<file path="src/rtl/fifo_stream_reader.sv">
`default_nettype none
// ============================================================================
// Module   : fifo_stream_reader
// Purpose  : Pops a registered-output FIFO and re-presents its words as a
//            valid/ready stream with packet framing and a delivered-word count.
// Revision : 1.0 - initial release
// ============================================================================
module fifo_stream_reader #(
  parameter int DATA_WIDTH = 32,
  parameter int BUF_DEPTH  = 2,   // power of two, >= 2
  parameter int PKT_LEN    = 8,   // >= 1
  parameter int CNT_WIDTH  = 16
) (
  input  logic                  clk,
  input  logic                  reset,
  input  logic                  fifo_empty,
  input  logic [DATA_WIDTH-1:0] fifo_dout,
  output logic                  fifo_read_en,
  output logic [DATA_WIDTH-1:0] m_data,
  output logic                  m_valid,
  input  logic                  m_ready,
  output logic                  m_last,
  output logic [CNT_WIDTH-1:0]  word_count
);

  localparam int c_ptr_w  = $clog2(BUF_DEPTH);
  localparam int c_occ_w  = $clog2(BUF_DEPTH + 1);
  localparam int c_sum_w  = c_occ_w + 1;
  localparam int c_beat_w = (PKT_LEN > 1) ? $clog2(PKT_LEN) : 1;
  localparam logic [c_beat_w-1:0] c_last_beat = c_beat_w'(PKT_LEN - 1);
  localparam logic [c_sum_w-1:0]  c_depth     = c_sum_w'(BUF_DEPTH);

  logic [DATA_WIDTH-1:0] r_buf [BUF_DEPTH];
  logic [c_ptr_w-1:0]    r_head;
  logic [c_ptr_w-1:0]    r_tail;
  logic [c_occ_w-1:0]    r_occ;
  logic                  r_inflight;
  logic [c_beat_w-1:0]   r_beat;
  logic [CNT_WIDTH-1:0]  r_word_count;

  logic                  w_pop;
  logic                  w_capture;
  logic [c_sum_w-1:0]    w_budget;

  assign m_valid    = (r_occ != '0);
  assign w_pop      = m_valid && m_ready;
  assign w_capture  = r_inflight && !reset;

  // Occupancy after this cycle, counting the word already on its way from the FIFO.
  assign w_budget     = {1'b0, r_occ} + c_sum_w'(r_inflight) - c_sum_w'(w_pop);
  assign fifo_read_en = !fifo_empty && !reset && (w_budget < c_depth);

  assign m_data     = m_valid ? r_buf[r_head] : '0;
  assign m_last     = m_valid && (r_beat == c_last_beat);
  assign word_count = r_word_count;

  always_ff @(posedge clk) begin
    if (w_capture) begin
      r_buf[r_tail] <= fifo_dout;
    end
  end

  always_ff @(posedge clk) begin
    if (reset) begin
      r_head       <= '0;
      r_tail       <= '0;
      r_occ        <= '0;
      r_inflight   <= 1'b0;
      r_beat       <= '0;
      r_word_count <= '0;
    end else begin
      r_inflight <= fifo_read_en;
      r_occ      <= w_budget[c_occ_w-1:0];
      if (r_inflight) begin
        r_tail <= r_tail + 1'b1;
      end
      if (w_pop) begin
        r_head       <= r_head + 1'b1;
        r_word_count <= r_word_count + 1'b1;
        r_beat       <= (r_beat == c_last_beat) ? '0 : r_beat + 1'b1;
      end
    end
  end

  a_occ_bound: assert property (@(posedge clk) disable iff (reset)
    r_occ <= c_occ_w'(BUF_DEPTH));

  a_no_read_when_empty: assert property (@(posedge clk)
    !(fifo_read_en && fifo_empty));

endmodule
`default_nettype wire

</file>
<file path="config.mk">
export PLATFORM = sky130hd
export DESIGN_NAME = fifo_stream_reader
export DESIGN_NICKNAME = d
export VERILOG_FILES = /design/src/rtl/fifo_stream_reader.sv
export SDC_FILE = /design/constraint.sdc
export NUM_CORES = 1
export LEC_CHECK = 0
export ABC_AREA = 1
export CAP_MARGIN = 20
export CORE_UTILIZATION = 44
export CTS_CLUSTER_DIAMETER = 150
export DETAILED_ROUTE_END_ITERATION = 12
export PLACE_DENSITY = 0.73
export RECOVER_POWER = 50
export SETUP_SLACK_MARGIN = 0.05
export SLEW_MARGIN = 10
export SYNTH_ARGS = -nofsm -noshare
export SYNTH_HDL_FRONTEND = slang
export SYNTH_SLANG_ARGS = --single-unit
</file>
<file path="constraint.sdc">
create_clock -name clk -period 3.9 [get_ports clk]
set_clock_uncertainty 0.2 [all_clocks]
set_input_delay 0.78 -clock clk [delete_from_list [all_inputs] [get_ports clk]]
set_output_delay 0.78 -clock clk [all_outputs]
set_load 0.005 [all_outputs]
</file>
* Word level (Yosys, flattened, before mapping)
Memory sizes are Yosys's and may differ from the RTL's. A register that Yosys moved wholly into a read port is not among the register bits.
Index checks and enable logic that the tools add are counted.
** Word-level totals
- Flip-flop bits (word level) :: 24
- RAM bits :: 64
- Bits of input ports :: 36
- Output and inout port bits :: 51
- Logic and storage cells :: 29
- Memories kept :: 1
** Cells by class
- Add/subtract/negate cells :: 6
- Order comparisons :: 1
- Equality and inequality tests :: 1
- Multiplexer cells :: 6
- Reductions and logical operators :: 8
** Memory list
- r_buf :: words 2, width 32, rd ports 1, clocked after memory_dff 1, wr ports 1, line 33 : logic [DATA_WIDTH-1:0] r_buf [BUF_DEPTH];
** Operators with widths (count)
- $mux W32 :: 1
- $add A16 B1 Y16 const B :: 1
- $logic_and A1 B1 Y1 :: 5
- $mux W1 :: 4
- $add A2 B1 Y3 :: 1
- $add A3 B1 Y3 const B :: 1
- $eq A3 B3 Y1 const B :: 1
- $lt A3 B2 Y1 const B :: 1
- $mux W3 :: 1
- $sub A3 B1 Y3 :: 1
- $add A1 B1 Y1 const B :: 2
- $logic_not A1 Y1 :: 2
- $reduce_bool A2 Y1 :: 1

* Longest topological paths before layout
Gate-level depths: netlist of the first run.
- Depth after elaboration :: 5
- Mapped depth :: 9
- Mapped depth without buffers :: 8

* Worst setup path before layout of the first run
Ideal clock, no wire load.
- Kind :: in2reg
- From :: input reset
- To :: memory r_buf[1][0] (enable)
- Setup time :: 0.461 ns
- Arrival :: 3.234 ns
- Data required time :: 3.239 ns
- Setup slack :: 0.005 ns
- Cell stages on the path :: 2
- Path buffers :: 1
- Cells stage by stage :: clkbuf_1 > nor3_1
** On the way
- Longest elaborated chain between the ends :: 4
** RTL lines
- from (decl) :: line 15 : input logic reset,
- $logic_not A1 Y1 :: line 47 : assign w_capture = r_inflight && !reset;
- $logic_and A1 B1 Y1 :: line 47
- $mux W1 :: line 58 : if (w_capture) begin
- $mux W1 (not written as such) :: line 59 : r_buf[r_tail] <= fifo_dout;
- to (decl) :: line 33
Every way passes these cells.

* Final worst setup path of the first run
- From :: input m_ready
- To :: output fifo_read_en
** On the way
- Longest elaborated chain between the ends :: 4
** RTL lines
- from (decl) :: line 21 : input logic m_ready,
- $logic_and A1 B1 Y1 :: line 46 : assign w_pop = m_valid && m_ready;
- $sub A3 B1 Y3 :: line 50 : assign w_budget = {1'b0, r_occ} + c_sum_w'(r_inflight) - c_sum_w'(w_pop);
- $lt A3 B2 Y1 :: line 51 : assign fifo_read_en = !fifo_empty && !reset && (w_budget < c_depth);
- $logic_and A1 B1 Y1 :: line 51
- to (decl) :: line 18 : output logic fifo_read_en,
Every way passes these cells.

==> impl_metrics.yaml, run 1 <==
run_status:
  status: "completed"
logic_synthesis:
  syn_area_per_cell_um2: 10.7
  synthCells: 336
  ys_seq_area_share_pct: 67.6
  synth_area_um2: 3580
  yosys-top-cells-area: "edfxtp_1 (54%), dfxtp_1 (14%), nand2_1 (9.2%), a21oi_1 (5.6%), nor2_1 (3.7%)"
  synth.distinct_cells: 24
  ys_warn_count: 0
  synth_top_area_cell: "edfxtp_1"
  syn_nets: 378
  synth-seq-cells: 89
  synth_top_area_share_pct: 53.6
drt:
  vias: 2605
  via_per_inst: 4.87
  first_pass_iters: 4
  wirelength_um: 7100
  drc: 0
  initialDrtViolationCount: 111
  routedWlPerCell_um: 13.3
  ant_nets: 0
cells_and_area:
  register_area_um2: 2420
  fin_area_um2: 4770
  fin_util_pct: 61.1
  final_nets: 470
  antenna_cells: 0
  fillers: 662
  final_common_cell: "nand2_1"
  drive_above_1_share_pct: 7.16
  fin_cells: 535
  multi_input_area_um2: 1030
  synthToLayoutAreaGrowth_pct: 33.2
  final_cell_mix: "nand2_1 (88), edfxtp_1 (64), clkdlybuf4s50_1 (52), a21oi_1 (40), nor2_1 (36)"
sta:
  clock.fmax_ghz: 0.272
  timing.hold.ws_ps: 260
  hold_violations: 0
  worst_pin_slew_ps: 834
  fin_setup_tns_ps: 0
  slew_viol_final: 0
  setup_ws_ps: 217
  slew_headroom_pct: 44.4
  fin_crit_ps: 3680
  rsz0062_at_grt: "no"
  finalCritPeriodShare_pct: 94.4
  setup_viol: 0
power_and_ir_drop:
  total_power_mw: 2.59
  p_leak_nw: 1.76
  p_per_area_nw_per_um2: 543
  peakVddDrop_mv: 0.240
place:
  placed_area_um2: 4600
  dp_hpwl_um: 4770
  placed_cells: 519
  pre_cts_ws_ps: -234
  gp_congestion: 0.749
  io_buffer_count: 86
floorplanning:
  ioPinCount: 87
  core_um2: 7810
  dieArea_um2: 8510
  rows: 32
  start_util_pct: 45.9
  die_w_um: 92.3
  die_h_um: 92.3
clock_network:
  clkSinkCount: 89
  postCtsHoldBufs: 0
  cts_root_buffer: "clkbuf_8"
  clkSlewWorstSetupHoldPaths_ps: 90
  tritoncts: "done"
  clk_latency_ps: 350
  htree_levels: 3
  cts_buffer_depth: 2
  cts_buffers: 9
flow_run:
  maxCapViolations: 0
critical_path:
  crit_fanout: 2
  start_kind: "input port"
  worstPathArrival_ps: 2700
  worstPathRequired_ps: 2920
  cp-end-kind: "primary output"
  crit_type: "input port to primary output"
global_routing:
  grt_pass1_wl_um: 11700
  grt_max_degree: 35
  grt.total_usage_pct: 17.9
  grt_antenna_before_repair: 0
  grt_pass1_vias: 2569
  grt-ovfl-total: 0
worst_hold_path:
  hold_path_class: "flip-flop to flip-flop"
-- sequential cells by signal, summed over array words and instances (netlist names), named ones only --
name / cells
r_inflight: 1
r_beat: 3
r_buf: 64
r_occ: 2
r_tail: 1
r_head: 1
word_count: 16
-- final cells by class --
class	count	area share [%]
multi-input combinational	208	21.5
clock inverter	7	1.44
clock buffer	9	2.60
timing repair buffer	94	19.0
sequential	89	50.7
tap	102	2.67
inverter	26	2.04
-- worst paths after layout --
path                         end  startpoint  cells past startpoint  slack (ps)
setup / recovery    fifo_read_en     m_ready                     10         220
hold reg to reg           r_head      r_head                      1         260
hold / removal            r_head      r_head                      1         260
setup reg to reg  word_count[14]    r_occ[1]                      8        1710
-- synthesized netlist by cell type --
library cell and count:
edfxtp_1 64, nand3_1 6, nor2_1 35, nand3_2 1, nor2_2 1, xor2_1 4
buf_2 2, nand4_1 4, a21oi_1 40, nand2_4 1, nor4_1 2, nor2_4 2
nor2_8 1, ha_1 5, fa_1 1, nor3_1 3, nand2_1 88, o21bai_1 1
dfxtp_1 25, inv_1 26, o21ai_0 11, clkbuf_1 11, xnor2_1 1, o211a_1 1
-- timing repair --
item	4_1_cts	5_1_grt
resized for setup	2	5
pin swaps	0	1
setup buffers	0	0
setup endpoints to repair	1	1
-- cells by family after synthesis --
family	share of synthesized area [%]
compound gates	7.61
xor+xnor	1.22
fa+ha+maj	2.30
buf+inv	4.15
flops	67.6
simple gates	17.1
-- report_power, final --
| part | internal, mW | switching (mW) | total [mW] |
|---|---|---|---|
| logic | 0.421 | 0.424 | 0.845 |
| registers | 1.11 | 0.0407 | 1.15 |
| clock network | 0.251 | 0.341 | 0.593 |
-- routing by layer --
layer	share of wire, %	global-route usage, %	wire length [um]	vias up
met4	0.62	6.12	44	0
met5	0	0	0	-
li1	-	-	-	1310
met3	5.5	4.64	388	5
met2	49	30.3	3500	67
met1	45	22.2	3170	1223
-- worst max-delay path, cell delays in order --
cell and delay [ps]:
clkdlybuf4s50_1 410, inv_2 100, nor2_8 50, ha_1 260, inv_1 40, ha_1 190, fa_2 360, xnor2_2 160
nor4_1 210, buf_2 150
(Power assumes the default switching activity.)
==> run 2: changes to the inputs <==
- CORE_MARGIN: not set -> 2
- HOLD_SLACK_MARGIN: not set -> 0.06
==> impl_metrics.yaml, run 2 (same netlist as run 1, synthesis figures left out) <==
drt:
  vias: 2611
  routedWlPerCell_um: 13.6
  first_pass_iters: 4
  drc: 0
  wirelength_um: 7270
  ant_nets: 0
  via_per_inst: 4.89
  initialDrtViolationCount: 121
cells_and_area:
  largest_register: "r_buf"
  final_nets: 469
  drive_above_1_share_pct: 7.64
  register_area_um2: 2420
  synthToLayoutAreaGrowth_pct: 33.6
  largest_register_ffs: 64
  final_common_cell: "nand2_1"
  final_cell_mix: "nand2_1 (88), edfxtp_1 (64), clkdlybuf4s50_1 (51), a21oi_1 (40)"
  fillers: 645
  multi_input_area_um2: 1040
  antenna_cells: 0
global_routing:
  grt_antenna_before_repair: 0
  grt_pass1_wl_um: 11700
  grt.total_usage_pct: 17.1
  grt-ovfl-total: 0
  grt_max_degree: 35
  grt_pass1_vias: 2624
critical_path:
  crit_path_frequent_cell: "ha_1"
  critPathMaxStageDelay_ps: 520
  cpMaxStageDelayCell: "fa_1"
  start_kind: "input port"
  crit_fanout: 3
  crit_type: "input port to primary output"
  reg2reg_depth: 7
  crit_buf_inv: 4
  worstPathRequired_ps: 2920
  crit_family: "adder cells"
  path_cells: "clkdlybuf4s50_1 > inv_2 > nor2_8 > ha_1 > inv_1 > ha_1 > fa_1 > nor4_2 > buf_2"
  cp-end-kind: "primary output"
  reg2reg_to: "r_inflight"
  r2r-start: "r_occ[1]"
  reg2reg_slack_ps: 1720
  worstPathArrival_ps: 2780
sta:
  setup_viol: 0
  rsz0062_at_grt: "no"
  finalCritPeriodShare_pct: 96.3
  clock.fmax_ghz: 0.266
  slew_viol_final: 0
  slew_headroom_pct: 39.1
  fin_crit_ps: 3760
  hold_violations: 0
  setup_ws_ps: 144
  worst_pin_slew_ps: 912
clock_network:
  htree_levels: 3
  cts_buffer_depth: 2
  cts_root_buffer: "clkbuf_8"
  cts_buffers: 9
  clkSlewWorstSetupHoldPaths_ps: 80
  tritoncts: "done"
  clk_latency_ps: 340
  clkSinkCount: 89
worst_hold_path:
  hold_path_class: "flip-flop to flip-flop"
  whs_endpoint: "r_head"
  hold_depth: 1
  min-delay-start: "r_head"
floorplanning:
  core_um2: 7810
  die_w_um: 94.3
  die_h_um: 94.3
  start_util_pct: 45.9
  rows: 32
  ioPinCount: 87
  dieArea_um2: 8880
power_and_ir_drop:
  p_leak_nw: 1.75
  p_per_area_nw_per_um2: 548
  peakVddDrop_mv: 0.201
  total_power_mw: 2.63
place:
  io_buffer_count: 86
  gp_congestion: 0.808
  dp_hpwl_um: 4790
  pre_cts_ws_ps: -224
flow_run:
  maxCapViolations: 0
run_status:
  status: "completed"
-- run 2: changes by cell type in the layout (fill, tap and decap cells not counted), sizes merged --
cell / previous run / this run
inv: 31 / 28
clkinvlp: 0 / 1
clkbuf: 12 / 11
clkinv: 2 / 3
dlygate4sd3: 33 / 34
clkdlybuf4s50: 52 / 51
bufinv: 0 / 1
-- run 2: timing repair --
item,4_1_cts,5_1_grt
setup buffers,0,1
hold buffers,0,0
pin swaps,0,2
resized for setup,2,4
endpoints found under the setup margin,1,1
-- run 2: worst max path at each step --
stage	startpoint	end	slack [ps]	cells after the start
global placement	m_ready	fifo_read_en	-180	9
CTS	m_ready	fifo_read_en	90	9
detailed placement	m_ready	fifo_read_en	-220	9
floorplan	m_ready	fifo_read_en	560	8
global route	m_ready	fifo_read_en	60	9
finish	m_ready	fifo_read_en	140	9
-- run 2: layer usage --
metal	global-route usage (%)	up-vias	wire [um]
met3	4.65	4	411
met5	0	-	0
met4	5.31	0	44
met2	29.4	70	3590
met1	20.9	1228	3220
li1	-	1309	-
-- run 2: layout make-up --
| cell class | instances | share of cell area (%) |
|---|---|---|
| multi-input cells | 208 | 21.7 |
| clock buffers | 9 | 2.59 |
| clock inverters | 7 | 1.62 |
| inverters | 26 | 2.04 |
| flip-flops and latches | 89 | 50.6 |
| well taps | 102 | 2.66 |
| repair buffers | 93 | 18.8 |
-- run 2: power by group --
group | switching [mW] | total [mW] | internal (mW)
clock | 0.325 | 0.627 | 0.302
combinational | 0.433 | 0.850 | 0.417
sequential | 0.0378 | 1.15 | 1.11
total | 0.796 | 2.63 | 1.83
-- run 2: through the flow --
stage	setup TNS, ps	std cells	cell area, um2	utilization [%]	hold slack [ps]
after floorplan	0	336	3590	-	225
after global placement	-184	517	4590	58.7	239
final	0	534	4790	61.3	267
after detailed placement	-224	517	4590	58.7	251
after CTS	0	533	4790	61.3	265
after global routing	0	534	4790	61.3	298
